===== src/rtl/apb_master.sv =====
// apb_master: single-outstanding command-to-APB requester with a wait-state timeout.
// Rev 1.0 - initial release.
`default_nettype none

module apb_master #(
  parameter int ADDR_WIDTH     = 32,
  parameter int DATA_WIDTH     = 32,
  parameter int TIMEOUT_CYCLES = 16
) (
  input  logic                    PCLK,
  input  logic                    PRESET,
  input  logic                    cmd_valid,
  output logic                    cmd_ready,
  input  logic                    cmd_write,
  input  logic [ADDR_WIDTH-1:0]   cmd_addr,
  input  logic [DATA_WIDTH-1:0]   cmd_wdata,
  input  logic [DATA_WIDTH/8-1:0] cmd_strb,
  output logic                    rsp_valid,
  input  logic                    rsp_ready,
  output logic [DATA_WIDTH-1:0]   rsp_rdata,
  output logic                    rsp_error,
  output logic                    rsp_timeout,
  output logic                    PSEL,
  output logic                    PENABLE,
  output logic                    PWRITE,
  output logic [ADDR_WIDTH-1:0]   PADDR,
  output logic [DATA_WIDTH-1:0]   PWDATA,
  output logic [DATA_WIDTH/8-1:0] PSTRB,
  input  logic [DATA_WIDTH-1:0]   PRDATA,
  input  logic                    PREADY,
  input  logic                    PSLVERR
);

  localparam int STRB_WIDTH = DATA_WIDTH / 8;
  localparam int CNT_WIDTH  = (TIMEOUT_CYCLES > 1) ? $clog2(TIMEOUT_CYCLES) : 1;
  localparam logic [CNT_WIDTH-1:0] CNT_LAST =
      CNT_WIDTH'((TIMEOUT_CYCLES > 0) ? TIMEOUT_CYCLES - 1 : 0);

  localparam logic [1:0] S_IDLE   = 2'd0;
  localparam logic [1:0] S_SETUP  = 2'd1;
  localparam logic [1:0] S_ACCESS = 2'd2;
  localparam logic [1:0] S_RESP   = 2'd3;

  logic [1:0]            state_q,   state_d;
  logic                  write_q,   write_d;
  logic [ADDR_WIDTH-1:0] addr_q,    addr_d;
  logic [DATA_WIDTH-1:0] wdata_q,   wdata_d;
  logic [STRB_WIDTH-1:0] strb_q,    strb_d;
  logic [CNT_WIDTH-1:0]  cnt_q,     cnt_d;
  logic [DATA_WIDTH-1:0] rdata_q,   rdata_d;
  logic                  error_q,   error_d;
  logic                  timeout_q, timeout_d;

  always_ff @(posedge PCLK) begin
    if (PRESET) begin
      state_q   <= S_IDLE;
      write_q   <= 1'b0;
      addr_q    <= '0;
      wdata_q   <= '0;
      strb_q    <= '0;
      cnt_q     <= '0;
      rdata_q   <= '0;
      error_q   <= 1'b0;
      timeout_q <= 1'b0;
    end else begin
      state_q   <= state_d;
      write_q   <= write_d;
      addr_q    <= addr_d;
      wdata_q   <= wdata_d;
      strb_q    <= strb_d;
      cnt_q     <= cnt_d;
      rdata_q   <= rdata_d;
      error_q   <= error_d;
      timeout_q <= timeout_d;
    end
  end

  always_comb begin
    state_d   = state_q;
    write_d   = write_q;
    addr_d    = addr_q;
    wdata_d   = wdata_q;
    strb_d    = strb_q;
    cnt_d     = cnt_q;
    rdata_d   = rdata_q;
    error_d   = error_q;
    timeout_d = timeout_q;
    case (state_q)
      S_IDLE: begin
        if (cmd_valid) begin
          // Reads carry zero data/strobes so the bus never shows stale write data.
          state_d = S_SETUP;
          write_d = cmd_write;
          addr_d  = cmd_addr;
          wdata_d = cmd_write ? cmd_wdata : '0;
          strb_d  = cmd_write ? cmd_strb : '0;
          cnt_d   = '0;
        end
      end
      S_SETUP: state_d = S_ACCESS;
      S_ACCESS: begin
        if (PREADY) begin
          state_d   = S_RESP;
          rdata_d   = write_q ? '0 : PRDATA;
          error_d   = PSLVERR;
          timeout_d = 1'b0;
        end else if ((TIMEOUT_CYCLES != 0) && (cnt_q == CNT_LAST)) begin
          state_d   = S_RESP;
          rdata_d   = '0;
          error_d   = 1'b1;
          timeout_d = 1'b1;
        end else if (TIMEOUT_CYCLES != 0) begin
          cnt_d = cnt_q + 1'b1;
        end
      end
      S_RESP: begin
        if (rsp_ready) state_d = S_IDLE;
      end
      default: state_d = S_IDLE;
    endcase
  end

  // Every output is a decode of registered state, so no input reaches an output.
  always_comb begin
    cmd_ready   = (state_q == S_IDLE);
    PSEL        = 1'b0;
    PENABLE     = 1'b0;
    PWRITE      = 1'b0;
    PADDR       = '0;
    PWDATA      = '0;
    PSTRB       = '0;
    rsp_valid   = 1'b0;
    rsp_rdata   = '0;
    rsp_error   = 1'b0;
    rsp_timeout = 1'b0;
    case (state_q)
      S_SETUP, S_ACCESS: begin
        PSEL    = 1'b1;
        PENABLE = (state_q == S_ACCESS);
        PWRITE  = write_q;
        PADDR   = addr_q;
        PWDATA  = wdata_q;
        PSTRB   = strb_q;
      end
      S_RESP: begin
        rsp_valid   = 1'b1;
        rsp_rdata   = rdata_q;
        rsp_error   = error_q;
        rsp_timeout = timeout_q;
      end
      default: ;
    endcase
  end

endmodule

`default_nettype wire


===== config.mk =====
export PLATFORM = sky130hd
export DESIGN_NAME = apb_master
export DESIGN_NICKNAME = d
export VERILOG_FILES = /design/src/rtl/apb_master.sv
export SDC_FILE = /design/constraint.sdc
export NUM_CORES = 1
export LEC_CHECK = 0
export BUFFER_PORTS_ARGS = -buffer_cell sky130_fd_sc_hd__buf_4
export CELL_PAD_IN_SITES_DETAIL_PLACEMENT = 1
export CELL_PAD_IN_SITES_GLOBAL_PLACEMENT = 1
export CORE_MARGIN = 1
export CORE_UTILIZATION = 35
export CTS_BUF_LIST = sky130_fd_sc_hd__clkbuf_2 sky130_fd_sc_hd__clkbuf_4 sky130_fd_sc_hd__clkbuf_8
export DETAILED_ROUTE_END_ITERATION = 12
export PLACE_DENSITY = 0.91
export SLEW_MARGIN = 20
export SYNTH_ARGS = -nofsm -noshare
export SYNTH_HDL_FRONTEND = slang
export SYNTH_SLANG_ARGS = --single-unit
export TNS_END_PERCENT = 20

===== constraint.sdc =====
create_clock -name PCLK -period 1.8 [get_ports PCLK]
set_input_delay 0.18 -clock PCLK [delete_from_list [all_inputs] [get_ports PCLK]]
set_output_delay 0.18 -clock PCLK [all_outputs]
set_load 0.005 [all_outputs]

======== Word level (Yosys, flattened, before mapping) ========
Cells that the tools add are included.
word-level totals
  output and inout port bits .............. 107
  register bits after elaboration ......... 109
cells by class
  multiplexer cells ....................... 27
  reduce and logical (&&, ||, !) cells .... 8
  add/sub/neg operators ................... 1
  eq/ne operators ......................... 9
operator list
  operator               number
  $mux W32               7
  $mux W4                5
  $mux W1                9
  $mux W2                4
  $ne A2 B2 Y1 const B   4
  $pmux W2 S4            1
  $pmux W4 S2            1
  $add A4 B1 Y4 const B  1
  $eq A2 B2 Y1 const B   2
  $eq A4 B4 Y1 const B   1
  $reduce_and A2 Y1      2
  $reduce_and A4 Y1      1
  $reduce_bool A2 Y1     2
  $ne A3 B3 Y1 const B   1
  $reduce_and A3 Y1      1
  $eq A2 B1 Y1 const B   1
  $logic_not A2 Y1       1
  $reduce_or A2 Y1       1

======== Logic depth before layout (Yosys ltp) ========
Gate-level depths: netlist of the first run.
  depth in word-level cells ............... 4
  depth in mapped cells ................... 8
  depth with buffers taken out ............ 5

======== Least setup slack after synthesis of the first run ========
No wires, ideal clock.
  kind .................................... reg2out
  start point ............................. register state_q[1]
  end point ............................... output PADDR[21]
  arrival time ............................ 1.351 ns
  slack ................................... 0.269 ns
  data required time ...................... 1.620 ns
  path buffers ............................ 2
  stages on the path, launching flop included .. 6
  cell sequence ........................... dfxtp_1 > inv_1 > ha_1 > clkbuf_1 > clkbuf_1 > and2_1
on the way
  word-level cells in the longest chain between the ends .. 3
  elaborated cells between the ends (all ways) .. 4
RTL lines
  what                                          line  RTL
  from (decl)                                   44    logic [1:0] state_q, state_d;
  from (signal assigned)                        66    state_q <= state_d;
  $eq A2 B2 Y1 or $eq A2 B1 Y1 (tied branches)  136   case (state_q)
  $reduce_or A2 Y1 (*)                          136
  $mux W32 (*)                                  136
  to (decl)                                     26    output logic [ADDR_WIDTH-1:0] PADDR,
Every way passes the cells marked *; elsewhere a longest branch is shown, timed or not.

======== Worst setup path after layout of the first run ========
  start point ............................. register state_q[0]
  end point ............................... output PWRITE
on the way
  word-level cells in the longest chain between the ends .. 3
  elaborated cells between the ends (all ways) .. 4
RTL lines
  what                                          line  RTL
  $eq A2 B2 Y1 or $eq A2 B1 Y1 (tied branches)  136
  $reduce_or A2 Y1 (*)                          136
  $mux W1 (*)                                   136
  to (decl)                                     25    output logic PWRITE,
Marked as above.

==> results.ini, run 1 <==
[outcome]
outcome = complete, but fails checks
failed_checks = negative setup slack

[finish]
area_growth_pct = 42.0
final_util_pct = 51.0
layout_common_cells = buf_4, dfxtp_1, nand2_1
stdcell_count = 994
insertedDiodeCount = 0
layout-drive-gt1-share_pct = 34.2
nFillCells = 1688
layout_commonest_cell = buf_4
fin_nets = 920
fin_area_um2 = 7080

[floorplanning]
die_w_um = 121
core.rowCount = 43
io_pins = 214
start_util_pct = 35.9
coreArea_um2 = 13900
die_area_um2 = 14700
die_y_um = 121

[worst_hold_path]
hp-class = in2reg

[sta]
slew_headroom_pct = 73.7
rsz0062_at_grt = yes
hold_viol = 0
layout_min_cycle_time_ns = 1.80
max_clock_freq_ghz = 0.555
finalCritPeriodShare_pct = 100
worstMarginPinSlew_ns = 0.395
setup_tns_ns = -0.000674
fin_skew_ns = 0.0118
slew_viol_final = 0
fin_ws_ns = -0.000674
whs_ns = 0.0405
setup_viol = 1

[routing]
drtPass1Iterations = 4
drtAntennaViolNets = 0
wirelength_um = 16200
vias_per_cell = 5.08
wl_per_cell_um = 16.3
drcViolationCount = 0
vias = 5051
first_iter_violations = 241

[flow_run]
cap_violations = 0

[placed_design]
place_congestion = 0.793
pre_cts_ws_ns = 0.182
hpwlAfterDp_um = 11000
dp.cells = 973
place_area_um2 = 6740
portBuffers = 213

[grt]
grt_pass1_vias = 5174
globalRouteOverflowTotal = 0
grt_use_total_pct = 22.3
grt_max_degree = 52
antenna_found_initial = 0
grt_pass1_wl_um = 26100

[cts]
cts_tree = built
clk_pin_slew_worst_paths_ns = 0.10
cts-root-buf = clkbuf_8
cts_sinks = 109
ctsHoldBuffers = 0
htree_levels = 3
clock_latency_ns = 0.38
clock_path_buffers = 2
cts_inserted_buffers = 9

[critical_path]
path_class = reg2out
cp-end-kind = output pin
required_ns = 1.62
crit_arrival_ns = 1.62
crit_fanout = 14
startpoint_type = flop

[pwr]
leakage_nw = 2.98
peakVddDrop_mv = 0.541
power.total_mw = 8.27
p_per_area_nw_per_um2 = 1170

[synth]
netlist_area_um2 = 4980
yosysSeqAreaShare_pct = 43.8
syn-num-nets = 732
synth_cells = 621
ys_types = 33
synth_seq_cells = 109
avgSynthCellArea_um2 = 8.03
ys_warn_count = 0

cell usage after synthesis, drive strengths merged:
master | instances | area share, %
clkbuf | 40 | 3.1
o21ai | 33 | 3.3
nor2b | 1 | 0.13
ha | 4 | 1.0
mux2 | 1 | 0.23
o21a | 3 | 0.45
a211oi | 1 | 0.15
buf | 19 | 2.4
nand2b | 5 | 0.63
and2 | 104 | 13
mux2i | 2 | 0.40
and3 | 1 | 0.13
inv | 5 | 0.38
a21oi | 103 | 11
o21ba | 1 | 0.20
a31oi | 5 | 0.93
dfxtp | 109 | 44
nand3b | 2 | 0.30
o311a | 1 | 0.20
nand4 | 1 | 0.13
nand2 | 105 | 7.9
nand3 | 37 | 3.7
nor2 | 2 | 0.15
nand4b | 34 | 6.0
a311oi | 1 | 0.18
o31ai | 1 | 0.15
final timing paths:
kind                              startpoint          end  slack [ns]  depth (start not counted)
worst min-delay path            cmd_addr[31]   addr_q[31]        0.04                          3
worst max-delay path              state_q[0]       PWRITE     -0.0007                          6
worst max register to register      cnt_q[0]  rdata_q[17]        0.18                          5
worst min register to register    addr_q[19]   addr_q[19]        0.45                          2
power by group:
group          switching (mW)  leakage [nW]  internal [mW]
sequential              0.153         0.888           2.74
clock                   0.843         0.120          0.873
combinational            2.00          1.97           1.66
sequential cells by signal, indices dropped and copies added, names as in the netlist:
signal,flops
addr_q,32
rdata_q,32
wdata_q,32
cnt_q,4
strb_q,4
state_q,2
error_q,1
timeout_q,1
write_q,1
layer usage:
metal	wire, um	up-vias	track usage, %
met5	0	-	0
met4	147	0	6.02
met3	1460	11	6.95
met2	7750	164	37.9
met1	6880	2415	26.9
li1	-	2461	-
critical path, stage by stage (launching register included):
cell and delay [ns]:
dfxtp_2 0.34, inv_2 0.05, ha_4 0.26, buf_4 0.14
buf_12 0.14, and2_1 0.16, buf_4 0.14
cell families (layout without fill, tap and decap cells):
| family | count (synthesis) | in the layout | synth area share, % |
|---|---|---|---|
| adder cells (fa/ha/maj) | 4 | 4 | 1.00 |
| buffers and inverters | 64 | 257 | 5.82 |
| AO/OA/AOI/OAI | 149 | 149 | 16.7 |
| multiplexers | 3 | 3 | 0.628 |
| flip-flops | 109 | 109 | 43.8 |
| AND/OR/NAND/NOR | 292 | 292 | 32.1 |
what timing repair did:
item                                    in CTS  in global routing
buffers inserted                             4                  0
endpoints found under the setup margin      69                 56
gates cloned                                 2                  0
gates resized for setup                     10                  5
pin swaps                                    1                  1
layout make-up:
cell class	count	area (um2)	area share, %
multi-input combinational	448	2550	36.0
tap	180	225	3.18
clock inverter	4	70.1	0.990
clock buffer	12	159	2.24
sequential	109	2180	30.9
timing repair buffer	236	1880	26.5
inverter	5	18.8	0.265
(Power assumes the default switching activity.)
==> run 2: changes to the inputs <==
--- a/config.mk
+++ b/config.mk
@@ -7,2 +7,3 @@
 export LEC_CHECK = 0
+export ABC_AREA = 1
 export BUFFER_PORTS_ARGS = -buffer_cell sky130_fd_sc_hd__buf_4
@@ -11,6 +12,6 @@
 export CORE_MARGIN = 1
-export CORE_UTILIZATION = 35
+export CORE_UTILIZATION = 33
 export CTS_BUF_LIST = sky130_fd_sc_hd__clkbuf_2 sky130_fd_sc_hd__clkbuf_4 sky130_fd_sc_hd__clkbuf_8
 export DETAILED_ROUTE_END_ITERATION = 12
-export PLACE_DENSITY = 0.91
+export PLACE_DENSITY = 0.9
 export SLEW_MARGIN = 20
==> constraint.sdc (replaced) <==
create_clock -name PCLK -period 1.7 [get_ports PCLK]
set_input_delay 0.085 -clock PCLK [delete_from_list [all_inputs] [get_ports PCLK]]
set_output_delay 0.085 -clock PCLK [all_outputs]
set_load 0.005 [all_outputs]
==> results.ini, run 2 <==
[outcome]
outcome = complete, but fails checks
failed_checks = negative setup slack

[finish]
regArea_um2 = 2180  ; unchanged
stdcell_count = 1243  ; +25%
area_growth_pct = 71.5
layout_commonest_cell = buf_4
multi_input_area_um2 = 2150  ; -16%
nFillCells = 1825  ; +8.1%
fin_nets = 1160  ; +26%
layout-drive-gt1-share_pct = 31.9  ; -2.2 points
layout_common_cells = buf_4, nand2_1, dfxtp_1
largest_registers = addr_q (32), rdata_q (32), wdata_q (32)

[cts]
cts-root-buf = clkbuf_8
clk_pin_slew_worst_paths_ns = 0.10  ; about the same
htree_levels = 3  ; unchanged
cts_sinks = 109  ; unchanged
cts_inserted_buffers = 9  ; unchanged
clock_path_buffers = 2  ; unchanged
cts_tree = built
clock_latency_ns = 0.38  ; about the same

[critical_path]
crit_arrival_ns = 1.66  ; +0.04 ns
startpoint_type = flop
crit_chain = inv_2, ha_4, buf_8, clkbuf_16, nand2_1, inv_1, buf_4
critPathMaxStageDelay_ns = 0.35  ; about the same
path_buf_inv = 5  ; +1
cp-end-kind = output pin
worst_path_max_delay_cell = dfxtp_2
crit_family = buffers and inverters
crit_fanout = 5  ; -9
path_class = reg2out
required_ns = 1.62  ; about the same

[pwr]
peakVddDrop_mv = 0.668  ; +24%
pwr-share-clk_pct = 15.1  ; -5.6 points
seqPwrFrac_pct = 29.8  ; -5.2 points
power.total_mw = 11.0  ; +33%
switching_share_pct = 39.5  ; +3.3 points
p_int_mw = 6.66  ; +26%
power_frac_comb_pct = 55.1  ; +11 points
p_per_area_nw_per_um2 = 1310  ; +12%
leakage_nw = 4.42  ; +48%
switching_power_mw = 4.35  ; +45%

[synth]
syn-num-nets = 850  ; +16%
synth_seq_cells = 109  ; unchanged
synth-main-ff-cell = dfxtp_1
async_reset_ff_share_pct = 0  ; unchanged
yosysMostFrequentCell = nand2_1
synth.largest_area_cell = dfxtp_1
synth_edf_count = 0  ; unchanged
yosysSeqAreaShare_pct = 44.6  ; +0.81 points
synth_cells = 739  ; +19%
ys_types = 19  ; -42%
synth_area_leaders = dfxtp_1, nand2_1, inv_1, a21oi_1, nor2_1
avgSynthCellArea_um2 = 6.62  ; -17%
netlist_area_um2 = 4890  ; -1.8%
ys_warn_count = 0  ; unchanged
synth.top_cell.area_share_pct = 44.6  ; +0.81 points
synth_common_cells = nand2_1, inv_1, dfxtp_1

[floorplanning]
core.rowCount = 44  ; +2.3%
io_pins = 214  ; unchanged
die_w_um = 124  ; +2.0%
die_y_um = 124  ; +2.0%
start_util_pct = 33.8  ; -2.1 points
coreArea_um2 = 14500  ; +4.3%
die_area_um2 = 15300  ; +4.1%

[grt]
grt_max_degree = 73  ; +40%
grt_use_total_pct = 27.3  ; +5.0 points
grt_pass1_vias = 6274  ; +21%
globalRouteOverflowTotal = 0  ; unchanged
antenna_found_initial = 5  ; +5
grt_pass1_wl_um = 31600  ; +21%

[routing]
first_iter_violations = 321  ; +33%
wl_per_cell_um = 18.6  ; +14%
vias = 6067  ; +20%
drtAntennaViolNets = 0  ; unchanged
vias_per_cell = 4.88  ; -3.9%
wirelength_um = 23100  ; +42%
drtPass1Iterations = 4  ; unchanged
drcViolationCount = 0  ; unchanged

[placed_design]
dp.cells = 1106  ; +14%
portBuffers = 213  ; unchanged
place_congestion = 0.754  ; -4.9%
hpwlAfterDp_um = 11000  ; +0.17%

[sta]
max_clock_freq_ghz = 0.574
setup_tns_ns = -0.0534  ; -0.0527 ns
slew_headroom_pct = 75.6  ; +2.0 points
rsz0062_at_grt = yes
finalCritPeriodShare_pct = 103
slew_viol_final = 0  ; unchanged
hold_viol = 0  ; unchanged
setup_viol = 3  ; +2
fin_skew_ns = 0.00851  ; -0.00333 ns
worstMarginPinSlew_ns = 0.365  ; -0.0298 ns
layout_min_cycle_time_ns = 1.74
fin_ws_ns = -0.0430  ; -0.0423 ns

[worst_hold_path]
hp-class = in2reg

[flow_run]
cap_violations = 0  ; unchanged

-- run 2: cell types whose count changed in the layout (fill, tap and decap cells not counted), moves of 7 or more --
cell and delta:
buf_6 +17, nor2_1 +72, and2_1 -97, a21oi_1 -20
dlygate4sd3_1 +99, nand2_2 +30, inv_1 +88, nand2_1 +94
a21oi_2 -10, inv_2 +29, nand4b_1 -34, clkbuf_16 +7
buf_4 -19
-- run 2: power groups by stage --
stage	Sequential [mW]	Clock, mW	Combinational (mW)
after floorplan	3.20	0	2.09
after global placement	3.24	0	3.52
after detailed placement	3.26	0	3.61
after CTS	3.21	1.68	4.37
after global routing	3.32	1.78	6.43
final	3.28	1.66	6.06
-- run 2: timing repair --
action	4_1_cts	5_1_grt
cloned	2	10
hold buffers	99	0
pin swaps	1	3
gates resized for setup	5	91
setup buffers	3	2
setup endpoints to repair	70	104
endpoints found under the hold margin	99	0
-- run 2: layout make-up --
type	count	area share (%)
inverter	122	5.45
sequential	109	26.0
tap	184	2.74
antenna	6	0.179
timing repair buffer	344	37.7
clock buffer	15	2.38
multi-input combinational	463	25.6
-- run 2: logic make-up (layout without fill, tap and decap cells) --
logic type / count (synthesis) / in the layout / synth area share [%]
AND/OR/NAND/NOR: 350 / 351 / 28.8
buffers and inverters: 168 / 481 / 14.5
flip-flops: 109 / 109 / 44.6
AO/OA/AOI/OAI: 108 / 108 / 11.1
adder cells (fa/ha/maj): 4 / 4 / 1.02
other: 0 / 6 / 0
-- run 2: tightest hold or removal path: stages --
cell     delay, ns
buf_4         0.08
o21ai_0       0.09
nor2_1        0.11
-- run 2: stage by stage --
step | setup WS [ns] | hold WS, ns | utilization [%] | instance area [um2]
floorplan | 0.306 | 0.228 | - | 4890
global placement | 0.187 | 0.334 | 46.1 | 6680
global route | -0.115 | 0.0705 | 58.0 | 8400
finish | -0.0430 | 0.0322 | 58.0 | 8400
CTS | -0.0142 | 0.0118 | 55.0 | 7970
detailed placement | 0.0929 | 0.346 | 46.1 | 6680
-- run 2: worst paths after layout --
kind / start / endpoint / slack (ns) / cells past startpoint
setup / recovery: state_q[0] / PADDR[30] / -0.04 / 7
hold / removal: cmd_addr[29] / addr_q[29] / 0.03 / 3
setup reg to reg: state_q[1] / rdata_q[17] / 0.07 / 7
hold reg to reg: wdata_q[26] / wdata_q[26] / 0.47 / 2
-- run 2: routing by layer --
| metal | GRT usage [%] | part of all wire, % | vias up |
|---|---|---|---|
| li1 | - | - | 2846 |
| met1 | 27.3 | 36 | 2918 |
| met2 | 51.5 | 55 | 221 |
| met3 | 4.72 | 4.1 | 82 |
| met4 | 17.5 | 5.0 | 0 |
| met5 | 0 | 0 | - |
==> run 3: changes to the inputs <==
Settings changed: CTS_BUF_LIST sky130_fd_sc_hd__clkbuf_2 sky130_fd_sc_hd__clkbuf_4 sky130_fd_sc_hd__clkbuf_8 to sky130_fd_sc_hd__clkbuf_4 sky130_fd_sc_hd__clkbuf_8, TNS_END_PERCENT 20 to 1.
Clock period 1.7 ns to 1.74 ns, I/O delays scaled along.
==> results.ini, run 3 (synthesis gave the netlist of run 2 again) <==
[critical_path]
cp-end-kind = output pin
startpoint_type = flop
crit_chain = inv_2, ha_4, buf_6, clkbuf_16, nand2_1, inv_1, buf_4
required_ns = 1.65  ; +0.03 ns
crit_family = buffers and inverters
path_class = reg2out
path_buf_inv = 5  ; unchanged
crit_arrival_ns = 1.61  ; -0.05 ns
worst_path_max_delay_cell = dfxtp_4
critPathMaxStageDelay_ns = 0.38  ; +0.03 ns
crit_fanout = 9  ; +4

[finish]
nFillCells = 1839  ; +0.77%
layout_commonest_cell = nand2_1
layout-drive-gt1-share_pct = 25.4  ; -6.5 points
final_util_pct = 55.9  ; -2.1 points
area_growth_pct = 65.3
layout_common_cells = nand2_1, buf_4, inv_1
largest_registers = addr_q (32), rdata_q (32), wdata_q (32)
fin_area_um2 = 8090  ; -3.7%
multi_input_area_um2 = 2020  ; -6.0%
regArea_um2 = 2190  ; +0.11%
fin_nets = 1151  ; -0.78%

[sta]
layout_min_cycle_time_ns = 1.70
fin_skew_ns = 0.0127  ; +0.00424 ns
rsz0062_at_grt = yes
finalCritPeriodShare_pct = 97.7
slew_viol_final = 0  ; unchanged
max_clock_freq_ghz = 0.588
setup_tns_ns = 0  ; +0.0534 ns
hold_viol = 0  ; unchanged
whs_ns = 0.0687  ; +0.0365 ns
worstMarginPinSlew_ns = 0.365  ; +0.000209 ns
slew_headroom_pct = 75.6  ; about the same
setup_viol = 0  ; -3

[cts]
clk_pin_slew_worst_paths_ns = 0.11  ; about the same
cts_sinks = 109  ; unchanged
clock_path_buffers = 2  ; unchanged
cts-root-buf = clkbuf_8
htree_levels = 3  ; unchanged
clock_latency_ns = 0.38  ; about the same
cts_inserted_buffers = 9  ; unchanged
cts_tree = built

[pwr]
p_int_mw = 6.07  ; -8.8%
p_per_area_nw_per_um2 = 1210  ; -7.5%
leakage_nw = 4.36  ; -1.4%
seqPwrFrac_pct = 32.3  ; +2.5 points
peakVddDrop_mv = 0.681  ; +1.9%
switching_power_mw = 3.74  ; -14%
switching_share_pct = 38.1  ; -1.4 points
power_frac_comb_pct = 49.3  ; -5.8 points
pwr-share-clk_pct = 18.4  ; +3.3 points

[grt]
grt_pass1_vias = 6218  ; -0.89%
antenna_found_initial = 3  ; -2
grt_max_degree = 73  ; unchanged
globalRouteOverflowTotal = 0  ; unchanged
grt_use_total_pct = 26.2  ; -1.1 points
grt_pass1_wl_um = 30700  ; -3.0%

[placed_design]
hpwlAfterDp_um = 11000  ; +0.12%
place_area_um2 = 6670  ; -0.22%
place_congestion = 0.761  ; +1.0%
portBuffers = 213  ; unchanged

[routing]
drcViolationCount = 0  ; unchanged
wl_per_cell_um = 17.1  ; -8.2%
first_iter_violations = 271  ; -16%
drtPass1Iterations = 4  ; unchanged
vias = 5920  ; -2.4%
wirelength_um = 21000  ; -9.1%
vias_per_cell = 4.81  ; -1.6%
drtAntennaViolNets = 0  ; unchanged

[floorplanning]
die_area_um2 = 15300  ; unchanged
start_util_pct = 33.8  ; unchanged
core.rowCount = 44  ; unchanged
die_y_um = 124  ; unchanged
coreArea_um2 = 14500  ; unchanged
die_w_um = 124  ; unchanged
io_pins = 214  ; unchanged

[outcome]
outcome = completed

[flow_run]
cap_violations = 0  ; unchanged

[worst_hold_path]
hp-class = in2reg

-- run 3: what timing repair did --
item,4_1_cts,5_1_grt
hold buffers,100,0
setup endpoints to repair,69,46
endpoints found under the hold margin,100,0
buffers inserted,0,3
resized for setup,7,5
pin swaps,1,1
gates cloned,1,5
-- run 3: area by class of cell --
cell class,count,share of cell area [%]
antenna,3,0.0928
clock buffer,12,1.96
clock inverter,4,0.866
inverter,122,5.66
multi-input combinational,462,24.9
sequential,109,27.0
tap,184,2.85
timing repair buffer,336,36.6
-- run 3: power groups by stage --
stage | logic, mW | registers [mW] | clock network, mW
floorplan | 2.04 | 3.13 | 0
global placement | 3.42 | 3.17 | 0
detailed placement | 3.50 | 3.19 | 0
CTS | 3.94 | 3.14 | 1.84
global route | 5.22 | 3.22 | 1.93
finish | 4.83 | 3.17 | 1.80
-- run 3: path summary, 6_finish.rpt --
kind	from	end	slack (ns)	cells after the start
setup / recovery	state_q[1]	PADDR[30]	0.04	7
hold / removal	cmd_addr[8]	addr_q[8]	0.07	3
setup reg to reg	state_q[0]	rdata_q[23]	0.17	6
hold reg to reg	rdata_q[8]	rdata_q[8]	0.47	2
-- run 3: metal layers --
metal / GRT usage [%] / up-vias / routed length [um]
met1: 26.7 / 2834 / 7890
met3: 4.81 / 64 / 852
met4: 14.5 / 0 / 901
met5: 0 / - / 0
met2: 49.7 / 192 / 11400
li1: - / 2830 / -
-- run 3: worst register-to-register path, delay by kind of cell, from the launching register on --
kind / cells / cell delay [ns]
buffers and inverters: 1 / 0.08
adders and majority gates: 1 / 0.24
and+or+nand+nor: 3 / 0.64
DFF: 1 / 0.34
AOI/OAI and AO/OA: 1 / 0.20
-- run 3: through the flow --
step	instances	power (mW)	worst slack [ns]
floorplan	739	5.17	0.346
global placement	1104	6.59	0.295
detailed placement	1104	6.68	0.230
CTS	1221	8.91	0.00937
global route	1232	10.4	-0.0769
finish	1232	9.81	0.0392
